### config.mk
export PLATFORM = sky130hd
export DESIGN_NAME = irq_controller_flat
export DESIGN_NICKNAME = d
export VERILOG_FILES = /design/src/rtl/irq_pkg.sv /design/src/rtl/irq_controller_if.sv /design/src/rtl/irq_controller_scan_cnt.sv /design/src/rtl/irq_controller.sv /design/src/flat_wrapper.sv
export SDC_FILE = /design/constraint.sdc
export NUM_CORES = 1
export LEC_CHECK = 0
export ABC_AREA = 1
export CAP_MARGIN = 20
export CORE_ASPECT_RATIO = 2
export CORE_MARGIN = 2
export CORE_UTILIZATION = 40
export CTS_CLUSTER_DIAMETER = 60
export DETAILED_ROUTE_END_ITERATION = 10
export PLACE_DENSITY = 0.84
export SYNTH_ARGS = -nofsm -noshare
export SYNTH_HDL_FRONTEND = slang
export SYNTH_SLANG_ARGS = --single-unit
### constraint.sdc
create_clock -name clk_i -period 3 [get_ports clk_i]
set_input_delay 0.6 -clock clk_i [delete_from_list [all_inputs] [get_ports clk_i]]
set_output_delay 0.6 -clock clk_i [all_outputs]
set_load 0.1 [all_outputs]
### src/rtl/irq_pkg.sv
// Shared types and constants for the machine-mode interrupt controller.
package irq_pkg;

   typedef enum logic [2:0] {
      IDLE,
      SCAN,
      PENDING,
      WAIT_FIN,
      ACK
   } irq_state_t;

   localparam logic [31:0] MCAUSE_IRQ_BASE = 32'h8000_0010;
   localparam int          IRQ_NUM_MAX     = 16;

   // Index width for a line count; a single line still needs one bit.
   function automatic int idx_width(input int n);
      return (n > 1) ? $clog2(n) : 1;
   endfunction

endpackage

### src/rtl/irq_controller_if.sv
// Peripheral/core/CSR signal bundle of the interrupt controller.
interface irq_controller_if #(
   parameter int IRQ_NUM = 16
);
   logic [31:0]        mie_i;
   logic [IRQ_NUM-1:0] int_req_i;
   logic               int_fin_i;
   logic               int_o;
   logic [31:0]        mcause_o;
   logic [IRQ_NUM-1:0] int_ack_o;
   logic               busy_o;

   modport slave (
      input  mie_i, int_req_i, int_fin_i,
      output int_o, mcause_o, int_ack_o, busy_o
   );

   modport master (
      output mie_i, int_req_i, int_fin_i,
      input  int_o, mcause_o, int_ack_o, busy_o
   );
endinterface

### src/rtl/irq_controller_scan_cnt.sv
// Wrap-around scan index counter: load takes priority over enable.
module irq_scan_cnt #(
   parameter int N = 16,
   parameter int W = 4
) (
   input  logic         clk_i,
   input  logic         rst_i,
   input  logic         load,
   input  logic [W-1:0] start,
   input  logic         en,
   output logic [W-1:0] cnt
);

   localparam logic [W-1:0] LAST = W'(N - 1);

   always_ff @(posedge clk_i) begin
      if (rst_i) begin
         cnt <= '0;
      end else if (load) begin
         cnt <= start;
      end else if (en) begin
         cnt <= (cnt == LAST) ? '0 : cnt + W'(1);
      end
   end

endmodule

### src/rtl/irq_controller.sv
// Machine-mode interrupt source: masks, scans, traps, waits for mret, acks.
// Build option: define IRQ_ROUND_ROBIN_EN to start each scan after the last serviced line.
//
//   state    | meaning
//   ---------+--------------------------------------------------
//   IDLE     | no request in flight, waiting for any masked line
//   SCAN     | checking one line per cycle from the start index
//   PENDING  | one-cycle trap request with mcause valid
//   WAIT_FIN | trap taken, waiting for mret from the core
//   ACK      | one-cycle acknowledge to the serviced line
module irq_controller
   import irq_pkg::*;
#(
   parameter int IRQ_NUM = 16
) (
   input  logic             clk_i,
   input  logic             rst_i,
   irq_controller_if.slave  bus
);

   localparam int           W    = idx_width(IRQ_NUM);
   localparam logic [W-1:0] LAST = W'(IRQ_NUM - 1);

   irq_state_t         state;
   logic [IRQ_NUM-1:0] masked;
   logic [W-1:0]       cnt;
   logic [W-1:0]       sel_idx;
   logic [W-1:0]       last_idx;
   logic [W-1:0]       start_idx;
   logic               hit;
   logic               cnt_load;
   logic               cnt_en;

   assign masked = bus.int_req_i & bus.mie_i[IRQ_NUM-1:0];
   assign hit    = masked[cnt];

`ifdef IRQ_ROUND_ROBIN_EN
   assign start_idx = (last_idx == LAST) ? '0 : last_idx + W'(1);
`else
   assign start_idx = '0;
   logic unused_last_idx;
   assign unused_last_idx = ^last_idx;
`endif

   if (IRQ_NUM < 32) begin : g_mie_upper
      logic unused_mie;
      assign unused_mie = ^bus.mie_i[31:IRQ_NUM];
   end

   // A scan cycle that finds no masked line at all leaves the counter alone.
   assign cnt_load = (state == IDLE) && (|masked);
   assign cnt_en   = (state == SCAN) && (|masked) && !hit;

   irq_scan_cnt #(
      .N (IRQ_NUM),
      .W (W)
   ) u_scan_cnt (
      .clk_i (clk_i),
      .rst_i (rst_i),
      .load  (cnt_load),
      .start (start_idx),
      .en    (cnt_en),
      .cnt   (cnt)
   );

   always_ff @(posedge clk_i) begin
      if (rst_i) begin
         state         <= IDLE;
         sel_idx       <= '0;
         last_idx      <= LAST;
         bus.int_o     <= 1'b0;
         bus.mcause_o  <= '0;
         bus.int_ack_o <= '0;
         bus.busy_o    <= 1'b0;
      end else begin
         bus.int_o     <= 1'b0;
         bus.int_ack_o <= '0;
         case (state)
            IDLE: begin
               if (|masked) begin
                  state      <= SCAN;
                  bus.busy_o <= 1'b1;
               end
            end
            SCAN: begin
               if (!(|masked)) begin
                  state      <= IDLE;
                  bus.busy_o <= 1'b0;
               end else if (hit) begin
                  sel_idx      <= cnt;
                  state        <= PENDING;
                  bus.int_o    <= 1'b1;
                  bus.mcause_o <= MCAUSE_IRQ_BASE + 32'(cnt);
               end
            end
            PENDING: begin
               state <= WAIT_FIN;
            end
            WAIT_FIN: begin
               if (bus.int_fin_i) begin
                  state         <= ACK;
                  bus.int_ack_o <= IRQ_NUM'(1) << sel_idx;
               end
            end
            ACK: begin
               last_idx   <= sel_idx;
               state      <= IDLE;
               bus.busy_o <= 1'b0;
            end
            default: begin
               state      <= IDLE;
               bus.busy_o <= 1'b0;
            end
         endcase
      end
   end

endmodule
### src/flat_wrapper.sv
// flat-port wrapper written by rule: the top's interface ports become plain ports
module irq_controller_flat import irq_pkg::*;
#(
   parameter int IRQ_NUM = 16
)
  (clk_i, rst_i, bus_mie_i, bus_int_req_i, bus_int_fin_i, bus_int_o, bus_mcause_o, bus_int_ack_o, bus_busy_o);
  irq_controller_if #(.IRQ_NUM(IRQ_NUM)) bus_i ();
  input  logic clk_i;
  input  logic rst_i;
  input wire logic [$bits(bus_i.mie_i)-1:0] bus_mie_i;
  input wire logic [$bits(bus_i.int_req_i)-1:0] bus_int_req_i;
  input wire logic [$bits(bus_i.int_fin_i)-1:0] bus_int_fin_i;
  output wire logic [$bits(bus_i.int_o)-1:0] bus_int_o;
  output wire logic [$bits(bus_i.mcause_o)-1:0] bus_mcause_o;
  output wire logic [$bits(bus_i.int_ack_o)-1:0] bus_int_ack_o;
  output wire logic [$bits(bus_i.busy_o)-1:0] bus_busy_o;
  assign bus_i.mie_i = bus_mie_i;
  assign bus_i.int_req_i = bus_int_req_i;
  assign bus_i.int_fin_i = bus_int_fin_i;
  assign bus_int_o = bus_i.int_o;
  assign bus_mcause_o = bus_i.mcause_o;
  assign bus_int_ack_o = bus_i.int_ack_o;
  assign bus_busy_o = bus_i.busy_o;
  irq_controller #(.IRQ_NUM(IRQ_NUM)) u_core (.clk_i(clk_i), .rst_i(rst_i), .bus(bus_i));
endmodule
==> results.md <==
- Status: finished, final reports clean
- Commonest cells post-synth: nand2_1 (67), nand3_1 (39), nor2_1 (37)
- Dominant cell type by area after synthesis: dfxtp_1
- Initial DRT Pass Iterations: 4
- Full die area: 0.00490 mm^2
- Netlist cell types: 23
- Adder-Cell Fraction of Synth Area: 0.00724
- Die Ht: 97.0 um
- Starting Density: 0.419
- LEAKAGE: 1.09 nW
- Worst hold margin: 0.506 ns
- Root buf cell: clkbuf_8
- Max_cap viols: 0
- Worst hold path cell count: 2
- Slowest-stage cell, CP: clkdlybuf4s50_1
- Ant diodes: 0
- Cells after synthesis: 256
- Tightest Pin Transition: 0.568 ns
- Netlist Area Pre-Place: 0.00173 mm^2
- Clk pwr share: 0.261
- Final Setup Violations: 0
- Max FO, Critical Path: 4
- Comb pwr share: 0.354
- Fin. Hold Viols: 0
- RR Endpoint: u_core.u_scan_cnt.cnt[0]$_SDFFE_PP0P_
- Setup crit end kind: flip-flop
- Ports: 101
- Buffer count from post-CTS setup fixing: 0
- Post-synth top flop: dfxtp_1
- Number of flops mapped to enable cells by yosys: 0
- Clock period minus worst slack: 1.93 ns
- Synth Register Bits: 30
- Multiplexer share of the synthesized area: 0
- Setup tns final: 0 ns
- Tot GR Track Use: 0.161
- Internal: 0.661 mW
- Max Clock Skew: 0.00803 ns
- Fraction of layout cells with a size suffix above 1: 0.151
- Rows: 33
- Largest family of logic cells by synthesized area: simple AND/OR/NAND/NOR gates
- Hold buffers post-CTS: 0
- TritonCTS clock tree: done
- YS warnings: 0
- Sw Ratio: 0.411
- TritonCTS Sinks: 30
- Post-synthesis compound-gate area fraction: 0.0449
- Hold Path Class: reg2reg
- Area added between synthesis and finish: 31.2%
- DR DRC count: 0
- Inserted Clock Buffers: 5
- Final Max Slew Viols: 0
- Slew headroom: 0.621
- Hold Crit Start: u_core.bus.mcause_o[4]$_SDFFE_PP0P_
- Largest net degree at the start of global routing: 13
- Vias in the first global route: 1608
- Input/output buffers: 58
- Async set or reset register ratio after synthesis: 0
- Final net count: 369
- Total routed wirelength: 3790 um
- Cells on worst reg2reg path: 12
- Initial antenna violation count: 0
- Die Wd: 50.5 um
- Final Core Density: 0.549
- Switching Power: 0.462 mW
- Arr. time, crit path: 2.15 ns
- Dominant cells by area after synthesis: dfxtp_1 (35%), nand2_1 (15%), buf_4 (12%), nand3_1 (11%), nor2_1 (8.0%)
- Reg power frac: 0.384
- Pwr per Cell Area: 495 mW/mm^2
- Gp weighted congestion: 0.931
- Flop-to-flop setup slack: 1.25 ns
- Fillers: 421
- Remaining global-route overflow: 0
- RSZ-0062 raised after global routing: false
- Post-Synth XOR/XNOR Area: 0.00507
- Synth top area share: 0.347
- Crit-path max cell delay: 0.40 ns
- Critical R2R Launch: u_core.u_scan_cnt.cnt[0]$_SDFFE_PP0P_
- Cts repair resizes: 0
- Sequential cell area fraction in the yosys report: 0.347
- Synth Area in Simple Gates: 0.413
- Routed Antenna Nets: 0
- Post-DP HPWL: 3130 um
- Via count: 1728
- Avg Inst Size Synth: 6.75 um^2
- CP top delay family: simple AND/OR/NAND/NOR gates
- Clock edge transition at the registers on the reported setup and hold paths: 0.06 ns
- H-Tree Depth: 2
- Hold Path End: u_core.bus.mcause_o[4]$_SDFFE_PP0P_
- Bufs on Longest Clock Path: 2
- Fin crit share: 0.645
- Buf/Inv on CP: 2
- Most common cell in the netlist: nand2_1
- Data required, critical path: 3.21 ns
- Initial DRC Count: 52
- Avg WL per Cell: 10.3 um
- CP Launch Type: input port
- FMAX: 517 MHz
- Vias/cell: 4.68
- Clock Latency Late Sink: 0.28 ns
- CORE AREA: 0.00413 mm^2
- First-pass GRT wire length: 6240 um
- Peak VDD IR: 0.280 mV
- Critical Path, Cell by Cell: clkdlybuf4s50_1, nand2_1, nand2_1, nor2_1, nand2_1, nor2_2, nor2_1, nor2_1, inv_1, a21oi_1
- CP Class: in2reg
kinds of logic after synthesis:
logic type | after synthesis
flip-flops | 30
adder cells (fa/ha/maj) | 1
buffers and inverters | 53
AND/OR/NAND/NOR | 155
AO/OA/AOI/OAI | 15
other | 1
XOR/XNOR | 1
stage by stage:
step	cells	setup WS (ns)	instance area, um^2	total power, mW
floorplan	281	1.03	1820	0.780
detailed placement	362	0.795	2190	0.837
global placement	362	0.788	2190	0.834
global route	369	0.888	2270	1.17
finish	369	1.07	2270	1.12
CTS	369	1.08	2270	1.12
cell usage in the layout (no fill, tap or decap), drive strengths merged:
cell,instances
clkinv,3
conb,26
o21a,1
xor2,1
nand2,69
buf,24
clkbuf,5
inv,23
nand3,45
clkdlybuf4s50,34
o21ai,4
nor2,40
nor3,1
a21oi,10
ha,1
dfxtp,30
sequential cells by signal, indices dropped and copies added, names as in the netlist:
register / count
u_core.bus.int_ack_o: 16
u_core.bus.busy_o: 1
u_core.sel_idx: 3
u_core.bus.int_o: 1
u_core.u_scan_cnt.cnt: 4
u_core.state: 3
u_core.bus.mcause_o: 2
worst reg2reg max path: stages, from the launching register on:
cell and delay, ns:
dfxtp_1 0.68, nand2_1 0.16, inv_2 0.14, nand2_1 0.06, nand2_1 0.08, inv_2 0.04
nand3_1 0.09, nand2_1 0.07, clkinv_1 0.07, nand3_4 0.10, nand2_1 0.08, nand2_1 0.04
nor2_1 0.08
power by group through the flow:
stage                     sequential (mW)  clock, mW  combinational [mW]
after global routing                0.435      0.315               0.423
after floorplan                     0.492          0               0.288
final                               0.432      0.293               0.398
after global placement              0.440          0               0.394
after detailed placement            0.440          0               0.397
after CTS                           0.432      0.294               0.398
layer usage:
layer,GRT usage,wire (um),vias up
met1,0.117,1160,753
met2,0.333,2230,86
met5,0,0,-
met4,0.112,130,0
met3,0.0278,263,10
li1,-,-,879
worst max-delay path by stage:
stage                                        start                               endpoint  slack [ns]  cells after the start
2_1_floorplan  u_core.bus.mcause_o[4]$_SDFFE_PP0P_                       bus_mcause_o[31]        1.03                      1
3_3_place_gp                     bus_int_req_i[14]  u_core.u_scan_cnt.cnt[1]$_SDFFE_PP0P_        0.79                     10
3_5_place_dp                     bus_int_req_i[14]  u_core.u_scan_cnt.cnt[1]$_SDFFE_PP0P_        0.80                     10
4_1_cts                          bus_int_req_i[14]  u_core.u_scan_cnt.cnt[1]$_SDFFE_PP0P_        1.08                     10
5_1_grt                          bus_int_req_i[15]  u_core.u_scan_cnt.cnt[1]$_SDFFE_PP0P_        0.89                     10
6_report                         bus_int_req_i[14]  u_core.u_scan_cnt.cnt[1]$_SDFFE_PP0P_        1.07                     10
layout make-up:
class | instances | area (um^2) | area share
Clock buffer | 5 | 68.8 | 0.0303
Clock inverter | 2 | 10.0 | 0.00441
Inverter | 24 | 92.6 | 0.0408
Multi-Input combinational cell | 198 | 911 | 0.402
Sequential cell | 30 | 601 | 0.265
Tap cell | 52 | 65.1 | 0.0287
Timing Repair Buffer | 58 | 520 | 0.229
Power figures use the tool's default switching activity.
